`src/rtl/display_shift_ctrl.sv`:
```
// display_shift_ctrl: walks the segment mux over every digit and shifts each
// 7-segment pattern plus decimal point into a 74HC595-style chain, latching once per frame.
module display_shift_ctrl #(
    parameter int NUM_DIGITS     = 6,
    parameter int CLK_DIV        = 2,
    parameter bit SEG_ACTIVE_LOW = 1'b0
) (
    input  logic                  i_clk,
    input  logic                  i_reset_n,
    input  logic                  i_start,
    input  logic [6:0]            i_led,
    input  logic [NUM_DIGITS-1:0] i_dp_mask,
    output logic [2:0]            o_segment_select,
    output logic                  o_serial_data,
    output logic                  o_serial_clk,
    output logic                  o_serial_latch,
    output logic                  o_busy,
    output logic                  o_done
);
    localparam int CW = (CLK_DIV > 1) ? $clog2(CLK_DIV) : 1;
    localparam logic [2:0] S_IDLE    = 3'd0;
    localparam logic [2:0] S_SELECT  = 3'd1;
    localparam logic [2:0] S_CAPTURE = 3'd2;
    localparam logic [2:0] S_SHIFT   = 3'd3;
    localparam logic [2:0] S_LATCH   = 3'd4;
    localparam logic [2:0] S_DONE    = 3'd5;

    logic [2:0]    r_state;
    logic [2:0]    r_digit;
    logic [2:0]    r_sel;
    logic [2:0]    r_bit;
    logic [CW-1:0] r_cnt;
    logic [7:0]    r_shift;
    logic          r_data;
    logic          r_sclk;
    logic          r_latch;
    logic          r_busy;
    logic          r_done;
    logic [7:0]    w_byte;
    logic          w_div_end;

    assign w_byte    = {i_dp_mask[r_digit], i_led} ^ {8{SEG_ACTIVE_LOW}};
    assign w_div_end = r_cnt == CW'(CLK_DIV - 1);

    always_ff @(posedge i_clk) begin
        if (!i_reset_n) begin
            r_state <= S_IDLE;
            r_digit <= 3'd0;
            r_sel   <= 3'h7;
            r_bit   <= 3'd0;
            r_cnt   <= '0;
            r_shift <= 8'd0;
            r_data  <= 1'b0;
            r_sclk  <= 1'b0;
            r_latch <= 1'b0;
            r_busy  <= 1'b0;
            r_done  <= 1'b0;
        end else begin
            r_done <= 1'b0;
            case (r_state)
                S_IDLE: if (i_start) begin
                    r_state <= S_SELECT;
                    r_digit <= 3'(NUM_DIGITS - 1);
                    r_sel   <= 3'(NUM_DIGITS - 1);
                    r_busy  <= 1'b1;
                end
                S_SELECT: r_state <= S_CAPTURE;
                // The mux output now reflects the digit selected last cycle.
                S_CAPTURE: begin
                    r_shift <= w_byte;
                    r_data  <= w_byte[7];
                    r_bit   <= 3'd0;
                    r_cnt   <= '0;
                    r_state <= S_SHIFT;
                end
                S_SHIFT: begin
                    r_cnt <= w_div_end ? '0 : r_cnt + 1'b1;
                    if (w_div_end && !r_sclk) begin
                        r_sclk <= 1'b1;
                    end else if (w_div_end) begin
                        r_sclk <= 1'b0;
                        if (r_bit == 3'd7) begin
                            r_data <= 1'b0;
                            if (r_digit != 3'd0) begin
                                r_digit <= r_digit - 3'd1;
                                r_sel   <= r_digit - 3'd1;
                                r_state <= S_SELECT;
                            end else begin
                                r_sel   <= 3'h7;
                                r_latch <= 1'b1;
                                r_state <= S_LATCH;
                            end
                        end else begin
                            r_bit   <= r_bit + 3'd1;
                            r_shift <= {r_shift[6:0], 1'b0};
                            r_data  <= r_shift[6];
                        end
                    end
                end
                S_LATCH: begin
                    r_cnt <= w_div_end ? '0 : r_cnt + 1'b1;
                    if (w_div_end) begin
                        r_latch <= 1'b0;
                        r_done  <= 1'b1;
                        r_state <= S_DONE;
                    end
                end
                S_DONE: begin
                    r_busy  <= 1'b0;
                    r_state <= S_IDLE;
                end
                default: r_state <= S_IDLE;
            endcase
        end
    end

    assign o_segment_select = r_sel;
    assign o_serial_data    = r_data;
    assign o_serial_clk     = r_sclk;
    assign o_serial_latch   = r_latch;
    assign o_busy           = r_busy;
    assign o_done           = r_done;
endmodule
```
`config.mk`:
```
export PLATFORM = sky130hd
export DESIGN_NAME = display_shift_ctrl
export DESIGN_NICKNAME = d
export VERILOG_FILES = /design/src/rtl/display_shift_ctrl.sv
export SDC_FILE = /design/constraint.sdc
export NUM_CORES = 1
export LEC_CHECK = 0
export ABC_CLOCK_PERIOD_IN_PS = 3350
export CAP_MARGIN = 20
export CORE_MARGIN = 3
export CORE_UTILIZATION = 40
export DETAILED_ROUTE_END_ITERATION = 6
export PLACE_DENSITY = 0.62
export SETUP_SLACK_MARGIN = 0.02
export SKIP_LAST_GASP = 1
export SLEW_MARGIN = 20
export SYNTH_ARGS = -nofsm -noshare
export SYNTH_HDL_FRONTEND = slang
export SYNTH_SLANG_ARGS = --single-unit
```
`constraint.sdc`:
```
create_clock -name i_clk -period 3.35 [get_ports i_clk]
set_input_delay 0.67 -clock i_clk [delete_from_list [all_inputs] [get_ports i_clk]]
set_output_delay 0.67 -clock i_clk [all_outputs]
set_load 0.01 [all_outputs]
```
# == Word-level counts from Yosys, hierarchy flattened ==
# Index checks and enable logic that the tools add are counted.
# classes
addsub,3
magnitude_cmp,1
n_eq_ne,14
muxes,44
reduce_logical,20
# op_table
op,count
2-to-1 mux 3 bit,18
2-to-1 mux 7 bit,3
case mux 3 bit (2 select lines),3
"inequality test 2 bit, second input constant",8
case mux 3 bit (5 select lines),1
case mux 7 bit (2 select lines),1
2-to-1 mux 1 bit,13
AND reduction 6 bit,2
nonzero test 2 bit,6
AND reduction 5 bit,2
"== test 3 bit, second input constant",3
case mux 1 bit (2 select lines),4
"== test 3 x 2 -> 1 bit, second input constant",2
AND reduction 2 bit,3
"less-than comparator 3 x 4 -> 1 bit, second input constant",1
AND reduction 4 bit,1
"adder 3 x 1 -> 3 bit, second input constant",1
binary-select mux 1 bit (select 3 bit),1
"== test 3 x 1 -> 1 bit, second input constant",1
zero test 3 bit,1
AND reduction 3 bit,1
nonzero test 3 bit,1
"subtractor 3 x 1 -> 3 bit, second input constant",1
OR reduction 2 bit,1
3 further kinds,3
# totals
ff_bits,25
inputBits,16
output_inout_bits,8
elab_cells,93

# == Logic depth before layout (Yosys ltp) ==
# logic_depth
depth_word,6
mapped_depth,7
ltp_nobuf,6

# == Worst setup path after synthesis ==
# Ideal clock, no wire load.
# synth_path
path_kind,input-to-reg
start,in i_start
end,"reg r_sel[0], in the netlist o_segment_select[0]"
setup_ns,0.133
t_arrival_ns,1.590
t_required_ns,3.217
slack_ns,1.627
stages,4
path_buffers,0
path_cell_list,or4b_4 -> a22oi_4 -> nor3b_1 -> o21ai_1
# synth_between
elab_chain_len,2
# synth_lines
element,line_no,rtl
"start, declared",10,"input logic i_start,"
inequality test 2 bit (no line),-,
AND reduction 5 bit (no line),-,
"end signal, assigned",64,r_sel <= 3'(NUM_DIGITS - 1);
"end signal, assigned",86,r_sel <= r_digit - 3'd1;
"end, declared",30,logic [2:0] r_sel;
# No other way between the ends.
# A chain may end at the register's enable or synchronous reset.

# == Worst setup path in the final report ==
# layout_path
start,reg r_bit[0]
end,reg r_shift[1]
# layout_between
elab_chain_len,3
# layout_lines
element,line_no,rtl
"start, declared",31,logic [2:0] r_bit;
"start signal, assigned",94,r_bit <= r_bit + 3'd1;
== test 3 bit,82,if (r_bit == 3'd7) begin
inequality test 2 bit (no line),-,
AND reduction 4 bit (no line),-,
"end signal, assigned",70,r_shift <= w_byte;
"end signal, assigned",95,"r_shift <= {r_shift[6:0], 1'b0};"
"end, declared",33,logic [7:0] r_shift;
# No other way between the ends.

==> flow_summary.ini <==
[finish]
layout.nets = 184
post-route-util = 0.534
drive_gt1_frac = 0.0675
antennaDiodeCount = 0
area_growth_syn_to_layout_pct = 21.9

[drt]
drtIter0Drc = 42
wl_met3_um = 146
wl_met1_um = 1290
avgRoutedWirePerCell_um = 12.9
wirelength_um = 2640
vias = 1073
viasPerCell = 5.23
dr.pass1.iters = 4
wl_met2_um = 1180
drc_errors = 0
ant_nets = 0
highest_layer = met4

[worst_setup_path]
worstPathMaxFanout = 12
worst-setup-path-type = register to register
critPathMostFrequentCell = ha_1
critPathSlowestCell = a21oi_1
reg2reg_depth = 6
crit_arrival_ps = 2400
worstPathCellList = ha_1 -> ha_1 -> nand3b_1 -> a21oi_1 -> nand3_1 -> o211a_1
start_kind = register
slowest_delay_ps = 700
end_kind = register
critical_path_required_ps = 3610

[place]
hpwl_um = 1840
io_buffers = 23
gp_congestion = 0.806

[timing]
fin_skew_ps = 15.3
fin_crit_ps = 2150
max_freq_ghz = 0.466
finalMaxSlewViolations = 0
timing.final.crit_share = 0.641
relSlewSlack = 0.458
tightestPinTransition_ps = 810
finalSetupViolCount = 0
hold_viol_final = 0
rsz0062_at_grt = false
tns_ps = 0

[global_routing]
grt_pass1_vias = 1049
grtUsageTotal = 0.148
antenna_found_initial = 0
grt_max_degree = 27
grt.overflow.total = 0
grt_pass1_wl_um = 4780

[pwr]
p_per_area_mw_per_mm2 = 433
power_leakage_nw = 0.632
ir_worst_vdd_mv = 0.197

[synth]
yosysSeqAreaShare = 0.394
synth_edf_count = 0
synth.net_count = 164
async_flop_share = 0
syn_area_sq_mm = 0.00127
synth_cell_type_count = 42
syn_inst = 144
yosysWarnings = 0
synth-seq-cells = 25
syn_avg_cell_area_sq_um = 8.82
synth_ff_type = dfxtp_1

[clock_network]
cts_sinks = 25
cts_max_level = 1
holdBufCountCts = 0
clock_tree.root_cell = clkbuf_4
cts_resized = 0
cts.path.max_buffers = 2
clk_pin_slew_worst_paths_ps = 150
cts_tree = built
cts_inserted_buffers = 3
post-cts-setup-buffers = 0
clk_latency_ps = 340

[floorplan]
die_y_um = 62.3
die_w_um = 62.3
die_area_sq_mm = 0.00389
io_pins = 24
start_util = 0.438
rows = 19
core_area_sq_mm = 0.00290

[min_path]
hp-class = register to register
hold-path-cell-count = 2

[flow_run]
maxCapViolations = 0

[status]
status = finished clean
## power by group
part / internal (mW) / total (mW) / leakage (nW) / switching (mW)
combinational: 0.0883 / 0.166 / 0.414 / 0.0779
clock: 0.0459 / 0.146 / 0.0139 / 0.0997
sequential: 0.326 / 0.358 / 0.204 / 0.0323
total: 0.460 / 0.670 / 0.632 / 0.210
## area by class of cell
type / count / area (sq um)
fill: 291 / 1350
multi-input combinational: 106 / 716
sequential: 25 / 500
timing repair buffer: 23 / 230
tap: 42 / 52.6
clock buffer: 3 / 22.5
inverter: 5 / 18.8
clock inverter: 1 / 7.51
## worst paths after layout
path	slack, ps	endpoint	from
min	480	o_serial_data$_SDFFE_PN0P_	o_serial_data$_SDFFE_PN0P_
max	1200	r_shift[1]$_SDFFE_PN0P_	r_bit[0]$_SDFFE_PN0P_
max reg2reg	1200	r_shift[1]$_SDFFE_PN0P_	r_bit[0]$_SDFFE_PN0P_
min reg2reg	480	o_serial_data$_SDFFE_PN0P_	o_serial_data$_SDFFE_PN0P_
## per-stage QoR
stage               hold WS, ps  worst slack (ps)  instances  instance area [sq um]  total power [mW]
CTS                         488              1190        205                   1550             0.676
detailed placement          465               934        201                   1520             0.530
global placement            458              1020        201                   1520             0.528
finish                      482              1200        205                   1550             0.670
floorplan                   472              1630        144                   1270             0.479
global route                506               893        205                   1550             0.716
## flip-flops by register name (all words and copies together), names as in the netlist
signal / count
o_serial_latch: 1
r_digit: 3
o_serial_clk: 1
r_bit: 3
r_cnt: 1
r_shift: 7
o_segment_select: 3
o_serial_data: 1
o_busy: 1
o_done: 1
r_state: 3
## cell families after synthesis
group           Yosys count  synth area share
xor+xnor                  2            0.0138
buf+inv                  13            0.0424
mux                       3            0.0345
simple gates             61             0.253
compound gates           36             0.223
flops                    25             0.394
fa+ha+maj                 4            0.0394
## routing by layer
metal	vias up	GRT usage
met1	490	0.192
li1	556	-
met3	4	0.0505
met4	0	0.0468
met5	-	0
met2	23	0.230
## Yosys cell counts (2+ instances only)
master | instances | area (sq um)
clkbuf_1 | 4 | 15.0
dfxtp_1 | 25 | 500
a22oi_1 | 2 | 15.0
o21ai_1 | 2 | 10.0
a21oi_1 | 7 | 35.0
nor3b_1 | 4 | 30.0
o311a_1 | 2 | 20.0
nand2_1 | 21 | 78.8
o221a_2 | 3 | 33.8
nand2b_1 | 3 | 18.8
inv_1 | 5 | 18.8
ha_1 | 4 | 50.1
nand3_1 | 7 | 35.0
nor3_1 | 2 | 10.0
buf_2 | 4 | 20.0
o21ai_0 | 5 | 25.0
nor2_1 | 7 | 26.3
nor2b_1 | 5 | 31.3
and2_1 | 2 | 12.5
o211a_1 | 7 | 70.1
nand3b_1 | 2 | 15.0
## worst max-delay path, delay by kind of cell, from the launching register on
family	cells	cell delay [ps]
adder cells (fa/ha/maj)	2	430
AND/OR/NAND/NOR	2	410
AO/OA/AOI/OAI	2	870
flip-flops	1	360
## cells in the final DEF (no fill, tap or decap), types with 2 or more instances in the layout
cell type and count:
clkbuf_4 3, nand3b_1 2, ha_1 4, o311a_1 2, nor3_1 2, nand2_1 21
inv_1 5, o221a_2 3, a22oi_1 2, nor2_1 7, o21ai_1 2, o211a_1 7
nor3b_1 4, clkdlybuf4s50_1 23, a21oi_1 7, nor2b_1 5, nand2b_1 3, nand3_1 7
and2_1 2, o21ai_0 5, dfxtp_1 25
Power figures use the tool's default switching activity.
